### config.mk
export PLATFORM = sky130hd
export DESIGN_NAME = pipe_stall_ctrl
export DESIGN_NICKNAME = d
export VERILOG_FILES = /design/src/rtl/pipe_stall_ctrl.sv
export SDC_FILE = /design/constraint.sdc
export NUM_CORES = 1
export LEC_CHECK = 0
export ABC_AREA = 1
export CAP_MARGIN = 20
export CORE_ASPECT_RATIO = 1.4
export CORE_MARGIN = 8
export CORE_UTILIZATION = 40
export CTS_CLUSTER_DIAMETER = 50
export DETAILED_ROUTE_END_ITERATION = 12
export DONT_BUFFER_PORTS = 1
export SLEW_MARGIN = 30
export SYNTH_ARGS = -nofsm -noshare
export SYNTH_HDL_FRONTEND = slang
export SYNTH_SLANG_ARGS = --single-unit
### constraint.sdc
create_clock -name clk -period 4.3 [get_ports clk]
set_input_delay 0.86 -clock clk [delete_from_list [all_inputs] [get_ports clk]]
set_output_delay 0.86 -clock clk [all_outputs]
set_load 0.005 [all_outputs]
### src/rtl/pipe_stall_ctrl.sv
// Central pipeline stall/flush controller: arbitrates ID/EX/MEM stall requests,
// defers exception flushes behind in-flight memory accesses, and tracks stall statistics.
module pipe_stall_ctrl #(
  parameter int STALL_W = 5,
  parameter int TIMEOUT = 1024,
  parameter int CNT_W   = 32
) (
  input  logic               clk,
  input  logic               rst,
  input  logic               id_stallreq_i,
  input  logic               ex_stallreq_i,
  input  logic               mem_stallreq_i,
  input  logic               excp_i,
  input  logic [31:0]        excp_pc_i,
  output logic [STALL_W-1:0] stall_o,
  output logic               flush_o,
  output logic [31:0]        new_pc_o,
  output logic [CNT_W-1:0]   stall_cnt_o,
  output logic               timeout_o
);

  localparam int RUN_W = $clog2(TIMEOUT + 1);
  localparam logic [STALL_W-1:0] STALL_MEM = {{(STALL_W-1){1'b1}}, 1'b0};
  localparam logic [STALL_W-1:0] STALL_EX  = {{(STALL_W-2){1'b1}}, 2'b00};
  localparam logic [STALL_W-1:0] STALL_ID  = {{(STALL_W-3){1'b1}}, 3'b000};

  typedef enum logic [1:0] {RUN, FLUSH_PEND, FLUSH} state_e;

  state_e           state_q, state_d;
  logic [31:0]      pend_pc_q, pend_pc_d;
  logic [31:0]      new_pc_q, new_pc_d;
  logic [CNT_W-1:0] cnt_q;
  logic [RUN_W-1:0] run_q, run_d;
  logic             timeout_q;
  logic             stalled;

  // NOTE: sequential state uses non-blocking assignments so every register samples pre-edge values.
  always_ff @(posedge clk or negedge rst) begin
    if (!rst) begin
      state_q   <= RUN;
      pend_pc_q <= '0;
      new_pc_q  <= '0;
    end else begin
      state_q   <= state_d;
      pend_pc_q <= pend_pc_d;
      new_pc_q  <= new_pc_d;
    end
  end

  // NOTE: every combinational output gets a default first so no latch is inferred.
  always_comb begin
    state_d   = state_q;
    pend_pc_d = pend_pc_q;
    new_pc_d  = new_pc_q;
    unique case (state_q)
      RUN: begin
        if (excp_i) begin
          pend_pc_d = excp_pc_i;
          if (mem_stallreq_i) begin
            state_d = FLUSH_PEND;
          end else begin
            state_d  = FLUSH;
            new_pc_d = excp_pc_i;
          end
        end
      end
      FLUSH_PEND: begin
        if (!mem_stallreq_i) begin
          state_d  = FLUSH;
          new_pc_d = pend_pc_q;
        end
      end
      FLUSH:   state_d = RUN;
      default: state_d = RUN;
    endcase
  end

  always_comb begin
    stall_o = '0;
    flush_o = 1'b0;
    unique case (state_q)
      FLUSH:      flush_o = 1'b1;
      FLUSH_PEND: stall_o = STALL_MEM;
      default: begin
        if (mem_stallreq_i)     stall_o = STALL_MEM;
        else if (ex_stallreq_i) stall_o = STALL_EX;
        else if (id_stallreq_i) stall_o = STALL_ID;
      end
    endcase
    // Outputs must sit at reset values while reset is held, even with requests active.
    if (!rst) stall_o = '0;
  end

  assign stalled = |stall_o;
  assign run_d   = !stalled ? '0 :
                   (run_q == RUN_W'(TIMEOUT)) ? run_q : run_q + RUN_W'(1);

  always_ff @(posedge clk or negedge rst) begin
    if (!rst) begin
      cnt_q     <= '0;
      run_q     <= '0;
      timeout_q <= 1'b0;
    end else begin
      cnt_q     <= cnt_q + CNT_W'(stalled);
      run_q     <= run_d;
      timeout_q <= timeout_q | (run_d == RUN_W'(TIMEOUT));
    end
  end

  assign new_pc_o    = new_pc_q;
  assign stall_cnt_o = cnt_q;
  assign timeout_o   = timeout_q;

endmodule

# == Word-level counts from Yosys, hierarchy flattened ==
# Cells that the tools add are included.
# word_totals
regBits,110
output_inout_bits,71
word_cells,38
# op_classes
add_sub_neg,2
eq_ne,7
muxes,16
bitwise,1
reduce_logical,6
# op_table
op,n
$mux W32,3
$pmux W32 S2,1
$add A32 B1 Y32,1
$eq A11 B11 Y1 const B,2
$mux W11,2
$mux W5,4
$add A11 B1 Y11 const B,1
$pmux W5 S2,1
$mux W2,3
$ne A2 B2 Y1 const B,3
$reduce_or A5 Y1,1
$pmux W2 S2,1
$reduce_and A2 Y1,2
$reduce_and A4 Y1,1
$eq A2 B1 Y1 const B,1
$eq A2 B2 Y1 const B,1
$logic_not A2 Y1,1
$reduce_bool A2 Y1,1
$mux W1,1
$or A1 B1 Y1,1

# == Depth between registers and ports, before layout ==
# Gate-level depths: netlist (run 1).
# depth
word_depth,9
mapped_depth,19
ltp_nobuf,19

# == Least setup slack after synthesis (run 1) ==
# No wires, ideal clock.
# synth_path
path_type,input port to flip-flop
from,in mem_stallreq_i
to,reg cnt_q[20] (netlist: stall_cnt_o[20])
setup_time_ns,0.126
arrival_ns,2.337
t_required_ns,4.174
path_slack_ns,1.837
cell_stages,17
path_buffers,0
cell_sequence,inv_1 nand2_1 nor2_1 nand2_1 nand2_1 inv_1 ha_1 ha_1 nand3_1 inv_2 nand2_2 clkinv_2 nand3_4 nor2_4 nand2_2 nor2_2 xor2_1
# synth_between
elab_chain_len,5
# synth_lines
item,line_no,source
from (decl),12,"input logic mem_stallreq_i,"
$mux W5,85,if (mem_stallreq_i) stall_o = STALL_MEM;
$pmux W5 S2,81,unique case (state_q)
$mux W5,91,if (!rst) stall_o = '0;
$reduce_or A5 Y1,94,assign stalled = |stall_o;
$add A32 B1 Y32,104,cnt_q <= cnt_q + CNT_W'(stalled);
to (signal assigned),104,
to (decl),32,logic [CNT_W-1:0] cnt_q;
# No other way between the ends.
# A chain may end at the register's enable or synchronous reset.

# == Worst setup path after layout (run 1) ==
# layout_path
from,reg state_q[1]
to,out stall_o[3]
# layout_between
elab_chain_len,3
# layout_lines
item,line_no,source
from (decl),29,"state_e state_q, state_d;"
from (signal assigned),44,state_q <= state_d;
$eq A2 B1 Y1 / $eq A2 B2 Y1 (equally long branches),81,
$pmux W5 S2 *,81,
$mux W5 *,91,
to (decl),15,"output logic [STALL_W-1:0] stall_o,"
# Every way passes the cells marked *; elsewhere a longest branch is shown, timed or not.

==> results.ini, run 1 <==
[yosys]
yosysWarnings=0
synth_edf_count=0
ys_ff_latch=110
synth_fp_nets=668
netlist_area_um2=5220
synth_top_area_cell=dfrtp_1
yosys.cell_types.count=33
synthTopCellsByArea=dfrtp_1, nand2_1, o21ai_0
syn_inst=623
synth.avg_cell_area_um2=8.38
ys_seq_area_share_pct=52.7
synth_ff_type=dfrtp_1
synth_top_area_share_pct=52.7
async_flop_share_pct=100

[hold_path]
hp-class=in2async

[finish]
final_cells=770
fill_cells=1226
seqCellArea_um2=2750
final_common_cell=nand2_1
area_growth_syn_to_layout_pct=8.62
layout_common_cells=nand2_1, dfrtp_1, o21ai_0
multi_input_area_um2=2070
layout.nets=657
antenna_cells=0
drive_above_1_share_pct=6.81

[sta]
whs_ns=0.212
hold_viol=0
finalSetupViolCount=0
max-slew-margin-rel_pct=60.7
drv_slew=0
timing.fmax_ghz=0.361
tns_ns=0
period_share_pct=64.5
layout_min_cycle_time_ns=2.77
rsz0062_at_grt=false
skew_ns=0.0110
tightest_slew_ns=0.590

[route]
routedWlPerCell_um=15.3
dr.first_iter.drc_count=213
drtPass1Iterations=4
drc_errors=0
vias=3819
avgViaCountPerCell=4.96
wl_um=11700
ant_nets=0

[grt]
grt_max_degree=112
antenna_found_initial=0
grt_pass1_wl_um=19100
grt_usage_pct=14.1
grt_overflow=0
grt_pass1_vias=3789

[critical_path]
required_ns=3.44
critical_path_peak_fanout=13
crit_family=buffers and inverters
rrSetupSlack_ns=1.56
crit_chain=inv_1 > ha_1 > inv_1 > a21boi_0 > nand2_1 > inv_1
arrival_ns=1.91
cp_slowest_cell=dfrtp_1
path_buf_inv=3
criticalPathCategory=reg2out
cp_slowest_stage_delay_ns=0.39
cp-end-kind=primary output
startpoint_type=flop
cp_common_cell=inv_1

[clocking]
post_cts_resized=0
cts-root-buf=clkbuf_16
clock_latency_ns=0.34
cts_buffers=9
numClockSinks=110
hold_buffers=0
cts_tree=built
cts_max_path_buffers=2
clk_pin_slew_ns=0.08
htree_levels=3
cts_setup_buffers=0

[power]
powerDensity_nw_per_um2=575
p_leak_nw=2.93
peakVddDrop_mv=0.297

[floorplanning]
fp-row-count=49
die_x_um=113
fp.dieH_um=151
die-area_um2=17000
io_pins=109
core-area_um2=12800
start_util_pct=40.8

[run]
maxCapViolCount=0

[placement]
dpl.hpwl_um=8450
place.gp.congestion=0.847
io_buffers=0
dp.cells=754

[outcome]
status=finished, final reports clean

[power by group]
| group | total (W) | switching (W) | internal [W] |
|---|---|---|---|
| clock network | 0.000912 | 0.000392 | 0.000520 |
| registers | 0.00164 | 0.000270 | 0.00137 |
| logic | 0.000709 | 0.000461 | 0.000248 |
[path summary, 6_finish.rpt]
path / cells past startpoint / end / start
worst max-delay path: 6 / stall_o[3] / state_q[1]
worst min-delay path: 0 / state_q[1] / rst
worst max register to register: 17 / stall_cnt_o[22] / state_q[1]
worst min register to register: 2 / pend_pc_q[11] / pend_pc_q[11]
max in group asynchronous: 0 / pend_pc_q[22] / rst
min in group clk: 2 / pend_pc_q[11] / pend_pc_q[11]
[layout make-up]
cell class                 count  area share (%)
timing repair buffer           2           0.265
tap                          153            3.37
clock inverter                 7            1.90
clock buffer                   9            3.97
sequential                   110            48.5
inverter                      83            5.51
multi-input combinational    406            36.5
[cells in the mapped netlist (all sizes together), types with 2 or more instances]
cell and instances:
a21oi 2, inv 82, nor4 2, buf 9, nand2 171, xor2 19
ha 7, xnor2 12, o21ai 101, nand3 29, nand4 7, nor3 9
nor2 42, clkbuf 15, dfrtp 110
[state kept, by name, indices dropped and copies added, names as in the netlist]
| register | count |
|---|---|
| run_q | 11 |
| state_q | 2 |
| pend_pc_q | 32 |
| new_pc_o | 32 |
| stall_cnt_o | 32 |
| timeout_o | 1 |
[layer usage]
metal	vias to the layer above	global-route usage, %	share of wire, %
met4	0	4.74	1.5
met5	-	0	0
li1	1934	-	-
met3	12	4.71	7.2
met1	1777	16.7	42
met2	96	23.5	50
[logic make-up after synthesis]
logic type,after synthesis,synth area share (%)
compound gates,106,10.3
flops,110,52.7
simple gates,261,22.0
xor+xnor,31,5.20
buf+inv,107,8.05
other cells,1,0.0718
fa+ha+maj,7,1.68
[through the flow]
stage | setup WS, ns | util [%] | area, um^2 | power (W)
floorplan | 1.84 | - | 5220 | 0.00216
global placement | 1.60 | 41.6 | 5340 | 0.00233
detailed placement | 1.46 | 41.6 | 5340 | 0.00238
CTS | 1.51 | 44.2 | 5670 | 0.00331
global route | 1.34 | 44.3 | 5670 | 0.00351
finish | 1.53 | 44.3 | 5670 | 0.00326
No activity file was read; power rests on OpenSTA's default activity.
==> inputs of run 2 (changes only) <==
- ABC_AREA: 1 -> 0
- clock period: 4.3 -> 2.8 ns (I/O delays scaled with it)
==> results.ini, run 2 <==
[floorplanning]
io_pins=109
start_util_pct=40.6
fp.dieH_um=148
die-area_um2=16300
die_x_um=110
fp-row-count=48
core-area_um2=12300

[finish]
fin_util_pct=45.2
seqCellArea_um2=2750
antenna_cells=0
layout.nets=484
fill_cells=1107
multi_input_area_um2=2120
drive_above_1_share_pct=16.0
area_growth_syn_to_layout_pct=11.4
layout_common_cells=dfrtp_1, nor2_1, a21oi_1
final_common_cell=dfrtp_1

[sta]
finalSetupViolCount=0
timing.fmax_ghz=0.380
period_share_pct=93.9
hold_viol=110
tightest_slew_ns=0.631
skew_ns=0.00962
whs_ns=-0.0932
layout_min_cycle_time_ns=2.63
rsz0062_at_grt=false
drv_slew=0
max-slew-margin-rel_pct=58.0
finalWorstSetupSlack_ns=0.171

[yosys]
synth_edf_count=0
yosys.cell_types.count=40
async_flop_share_pct=100
yosysWarnings=0
syn_inst=437
synth_fp_nets=482
synthTopCellsByCount=dfrtp_1, nor2_1, a21oi_1
synth_top_area_cell=dfrtp_1
synth_top_area_share_pct=55.4
synthTopCellsByArea=dfrtp_1, mux2_2, mux2i_1
ys_ff_latch=110
ys_seq_area_share_pct=55.4
netlist_area_um2=4970
synth_ff_type=dfrtp_1
synth.avg_cell_area_um2=11.4
synth.most_common_cell=dfrtp_1

[grt]
grt_usage_pct=13.1
use_met3_pct=4.75
grt_max_degree=114
met2_usage_pct=21.3
grt_pass1_wl_um=16800
top_usage_layer=met2
grt_overflow=0
grt_util_met1_pct=15.4
grt_pass1_vias=3116
antenna_found_initial=0

[route]
drc_errors=0
wl_um=10500
avgViaCountPerCell=5.17
dr.first_iter.drc_count=183
routedWlPerCell_um=17.7
vias=3072
ant_nets=0
drtPass1Iterations=4

[clocking]
clock_latency_ns=0.34
cts_max_path_buffers=2
cts-root-buf=clkbuf_16
cts_tree=built
clk_pin_slew_ns=0.08
numClockSinks=110
cts_buffers=9
htree_levels=3

[outcome]
violations=negative hold slack
status=finished, violations left

[critical_path]
startpoint_type=flop
arrival_ns=2.89
required_ns=3.06
crit_chain=inv_1 > ha_4 > or3_1 > o211ai_2 > inv_1 > ha_2 > ha_2 > nand4_1 > nor4_4 > nand4_1 > nor2_1 > xor2_1
cp_slowest_cell=dfrtp_1
criticalPathCategory=reg2reg
cp_slowest_stage_delay_ns=0.38
cp-end-kind=flop
critical_path_peak_fanout=4

[power]
peakVddDrop_mv=0.446
switchingPower_w=0.00165
intPower_w=0.00359
p_leak_nw=2.39
swShare_pct=31.4
p_clk_share_pct=26.5
powerDensity_nw_per_um2=946
seq_power_share_pct=48.4
combPwrFrac_pct=25.1
total_power_w=0.00524

[placement]
dp_slack_ns=-0.0832
place.gp.congestion=0.779
io_buffers=0
dpl.hpwl_um=7290

[hold_path]
hp-class=in2async

[run]
maxCapViolCount=0

run 2: cell count changes in the layout (fill, tap and decap cells not counted), moves of 6 or more:
cell,before,now
nor2_1,33,54
buf_4,2,10
nand2_1,165,23
and3_1,0,9
inv_1,81,12
nor2_2,6,0
mux2i_1,0,34
a21oi_1,2,36
mux2_2,0,33
o21ai_0,98,4
xnor2_1,12,20
nand3_1,26,11
run 2: cell type report:
type	instances	share of cell area, %
clock buffers	9	4.07
multi-input cells	294	38.3
inverters	13	0.882
well taps	150	3.39
repair buffers	11	1.72
flip-flops and latches	110	49.7
clock inverters	7	1.88
run 2: path summary, 6_finish.rpt:
check	startpoint	endpoint	slack (ns)	cells after the start
max	state_q[0]	stall_cnt_o[28]	0.17	12
max reg2reg	state_q[0]	stall_cnt_o[28]	0.17	12
min	rst	stall_cnt_o[10]	-0.09	0
max in group asynchronous	rst	pend_pc_q[17]	2.66	0
min reg2reg	timeout_o	timeout_o	0.50	2
min in group clk	mem_stallreq_i	state_q[1]	0.32	1
run 2: logic make-up after synthesis:
kind of cell               count (synthesis)  synth area share [%]
other                                      1                0.0754
AOI/OAI and AO/OA                         49                  5.51
buffers and inverters                     33                  2.74
and+or+nand+nor                          129                  13.0
muxes                                     67                  14.3
xor gates and xnor gates                  41                  7.22
adders and majority gates                  7                  1.76
DFF                                      110                  55.4
run 2: worst max-delay path: cells and delay by family (launching register included):
kind | cells | cell delay, ns
DFF | 1 | 0.38
buffers and inverters | 2 | 0.19
xor gates and xnor gates | 1 | 0.17
AOI/OAI and AO/OA | 1 | 0.09
and+or+nand+nor | 5 | 1.03
adders and majority gates | 3 | 0.69
run 2: repair_timing:
| item | 4_1_cts | 5_1_grt |
|---|---|---|
| gates resized for setup | 1 | 3 |
| endpoints found under the hold margin | 110 | 110 |
| setup endpoints to repair | 3 | 5 |
| setup buffers | 1 | 3 |
| pin swaps | 1 | 3 |
run 2: metrics by stage:
stage	instances	cell area, um^2	TNS (ns)	hold WS [ns]
after floorplan	437	4970	0	0.264
after global placement	574	5150	0	0.267
after detailed placement	574	5150	-0.222	0.267
after CTS	591	5500	0	-0.113
after global routing	594	5540	0	-0.125
final	594	5540	0	-0.0932
run 2: per-layer routing:
layer  part of all wire (%)  vias up
met3                    8.0        9
met5                      0        -
met1                     38     1490
met4                    1.6        0
li1                       -     1493
met2                     52       80
run 2: power by group through the flow:
stage | clock network [W] | logic (W) | registers [W]
5_1_grt | 0.00151 | 0.00147 | 0.00261
2_1_floorplan | 0 | 0.00108 | 0.00243
6_report | 0.00139 | 0.00131 | 0.00253
3_3_place_gp | 0 | 0.00124 | 0.00256
3_5_place_dp | 0 | 0.00129 | 0.00258
4_1_cts | 0.00144 | 0.00130 | 0.00255
==> inputs of run 3 (changes only) <==
- ABC_AREA: 0 -> 1
- CTS_CLUSTER_SIZE: unset -> 16
==> results.ini, run 3 (synthesis results as in run 1) <==
[power]
p_clk_share_pct=25.2
combPwrFrac_pct=23.0
swShare_pct=35.3
powerDensity_nw_per_um2=861
p_leak_nw=2.91
switchingPower_w=0.00172
peakVddDrop_mv=0.417
seq_power_share_pct=51.8
total_power_w=0.00486
intPower_w=0.00315

[sta]
period_share_pct=90.3
finalSetupViolCount=0
tns_ns=0
layout_min_cycle_time_ns=2.53
skew_ns=0.0106
timing.fmax_ghz=0.395
tightest_slew_ns=0.801
rsz0062_at_grt=false
drv_slew=0
whs_ns=-0.0887
hold_viol=110
max-slew-margin-rel_pct=46.4

[placement]
dpl.hpwl_um=8530
io_buffers=0
place.gp.congestion=0.833
placed_area_um2=5360

[critical_path]
arrival_ns=2.76
cp_slowest_stage_delay_ns=0.35
critical_path_peak_fanout=3
reg2reg_from=state_q[0]
criticalPathCategory=reg2reg
cp-end-kind=flop
crit_chain=inv_1 > ha_1 > inv_1 > nand2_1 > nor2_1 > nand2_1 > nand2_1 > inv_1 > ha_1 > ha_1 > nand3_1 > inv_2 > nand2_2 > clkinv_2 > nand3_4 > nor2_4 > nand2_2 > nor2_2 > xor2_1
startpoint_type=flop
r2r_cells=19
rrSetupSlack_ns=0.27
required_ns=3.03
r2r_end=stall_cnt_o[20]
cp_slowest_cell=dfrtp_1

[clocking]
cts_setup_buffers=0
clock_latency_ns=0.34
clk_pin_slew_ns=0.08
cts-root-buf=clkbuf_16
numClockSinks=110
htree_levels=3
cts_max_path_buffers=2
cts_buffers=9
cts_tree=built

[floorplanning]
start_util_pct=40.8
io_pins=109
core-area_um2=12800
fp.dieH_um=151
die-area_um2=17000
fp-row-count=49
die_x_um=113

[route]
routedWlPerCell_um=15.3
ant_nets=0
drc_errors=0
avgViaCountPerCell=4.98
wl_um=11800
drtPass1Iterations=4
dr.first_iter.drc_count=217
vias=3841

[grt]
antenna_found_initial=0
grt_overflow=0
grt_pass1_wl_um=19300
grt_pass1_vias=3738
grt_max_degree=112
grt_usage_pct=14.2

[finish]
layout_common_cells=nand2_1, dfrtp_1, o21ai_0
antenna_cells=0
fin_util_pct=44.1
fill_cells=1253
design_area_um2=5650
area_growth_syn_to_layout_pct=8.10
final_common_cell=nand2_1
drive_above_1_share_pct=6.96
layout.nets=659

[outcome]
violations=negative hold slack
status=finished, violations left

[run]
maxCapViolCount=0

[hold_path]
hp-class=in2async

==> run 3: worst max path at each step <==
stage / depth (start not counted) / start / end / slack (ns)
4_1_cts: 16 / state_q[0] / stall_cnt_o[22] / 0.19
3_3_place_gp: 16 / state_q[0] / stall_cnt_o[20] / 0.29
6_report: 19 / state_q[0] / stall_cnt_o[20] / 0.27
5_1_grt: 16 / state_q[1] / stall_cnt_o[22] / 0.02
2_1_floorplan: 16 / state_q[0] / stall_cnt_o[20] / 0.51
3_5_place_dp: 16 / state_q[0] / stall_cnt_o[22] / 0.22
==> run 3: worst max-delay path, delay by kind of cell, from the launching register on <==
kind / cells / cell delay (ns)
simple gates: 10 / 0.84
flops: 1 / 0.35
buf+inv: 5 / 0.36
xor+xnor: 1 / 0.13
fa+ha+maj: 3 / 0.74
==> run 3: stage by stage <==
step / std cells / hold WS (ns) / worst slack (ns)
final: 771 / -0.0887 / 0.271
after global placement: 756 / 0.270 / 0.294
after floorplan: 623 / 0.264 / 0.509
after global routing: 771 / -0.111 / 0.0219
after detailed placement: 756 / 0.270 / 0.219
after CTS: 771 / -0.106 / 0.195
==> run 3: routing by layer <==
metal / GRT usage, % / wire [um] / up-vias / part of all wire (%)
li1: - / - / 1933 / -
met2: 23.6 / 5860 / 112 / 50
met3: 5.51 / 953 / 13 / 8.1
met5: 0 / 0 / - / 0
met1: 16.5 / 4790 / 1783 / 41
met4: 4.74 / 167 / 0 / 1.4
==> run 3: final cells by class <==
class / instances / area [um^2] / share of cell area, %
clock buffer: 10 / 239 / 4.23
multi-input combinational: 406 / 2060 / 36.6
inverter: 83 / 313 / 5.54
clock inverter: 5 / 43.8 / 0.776
timing repair buffer: 4 / 42.5 / 0.753
sequential: 110 / 2750 / 48.7
tap: 153 / 191 / 3.39
==> run 3: timing repair <==
| item | in CTS | in global routing |
|---|---|---|
| gates resized for setup | 0 | 1 |
| hold endpoints to repair | 110 | 110 |
| endpoints found under the setup margin | 0 | 6 |
==> run 3: power groups by stage <==
stage               clock (W)  combinational (W)  sequential, W
floorplan                   0           0.000915        0.00240
global placement            0            0.00109        0.00254
detailed placement          0            0.00114        0.00256
CTS                   0.00127            0.00114        0.00254
global route          0.00132            0.00133        0.00260
finish                0.00123            0.00112        0.00252
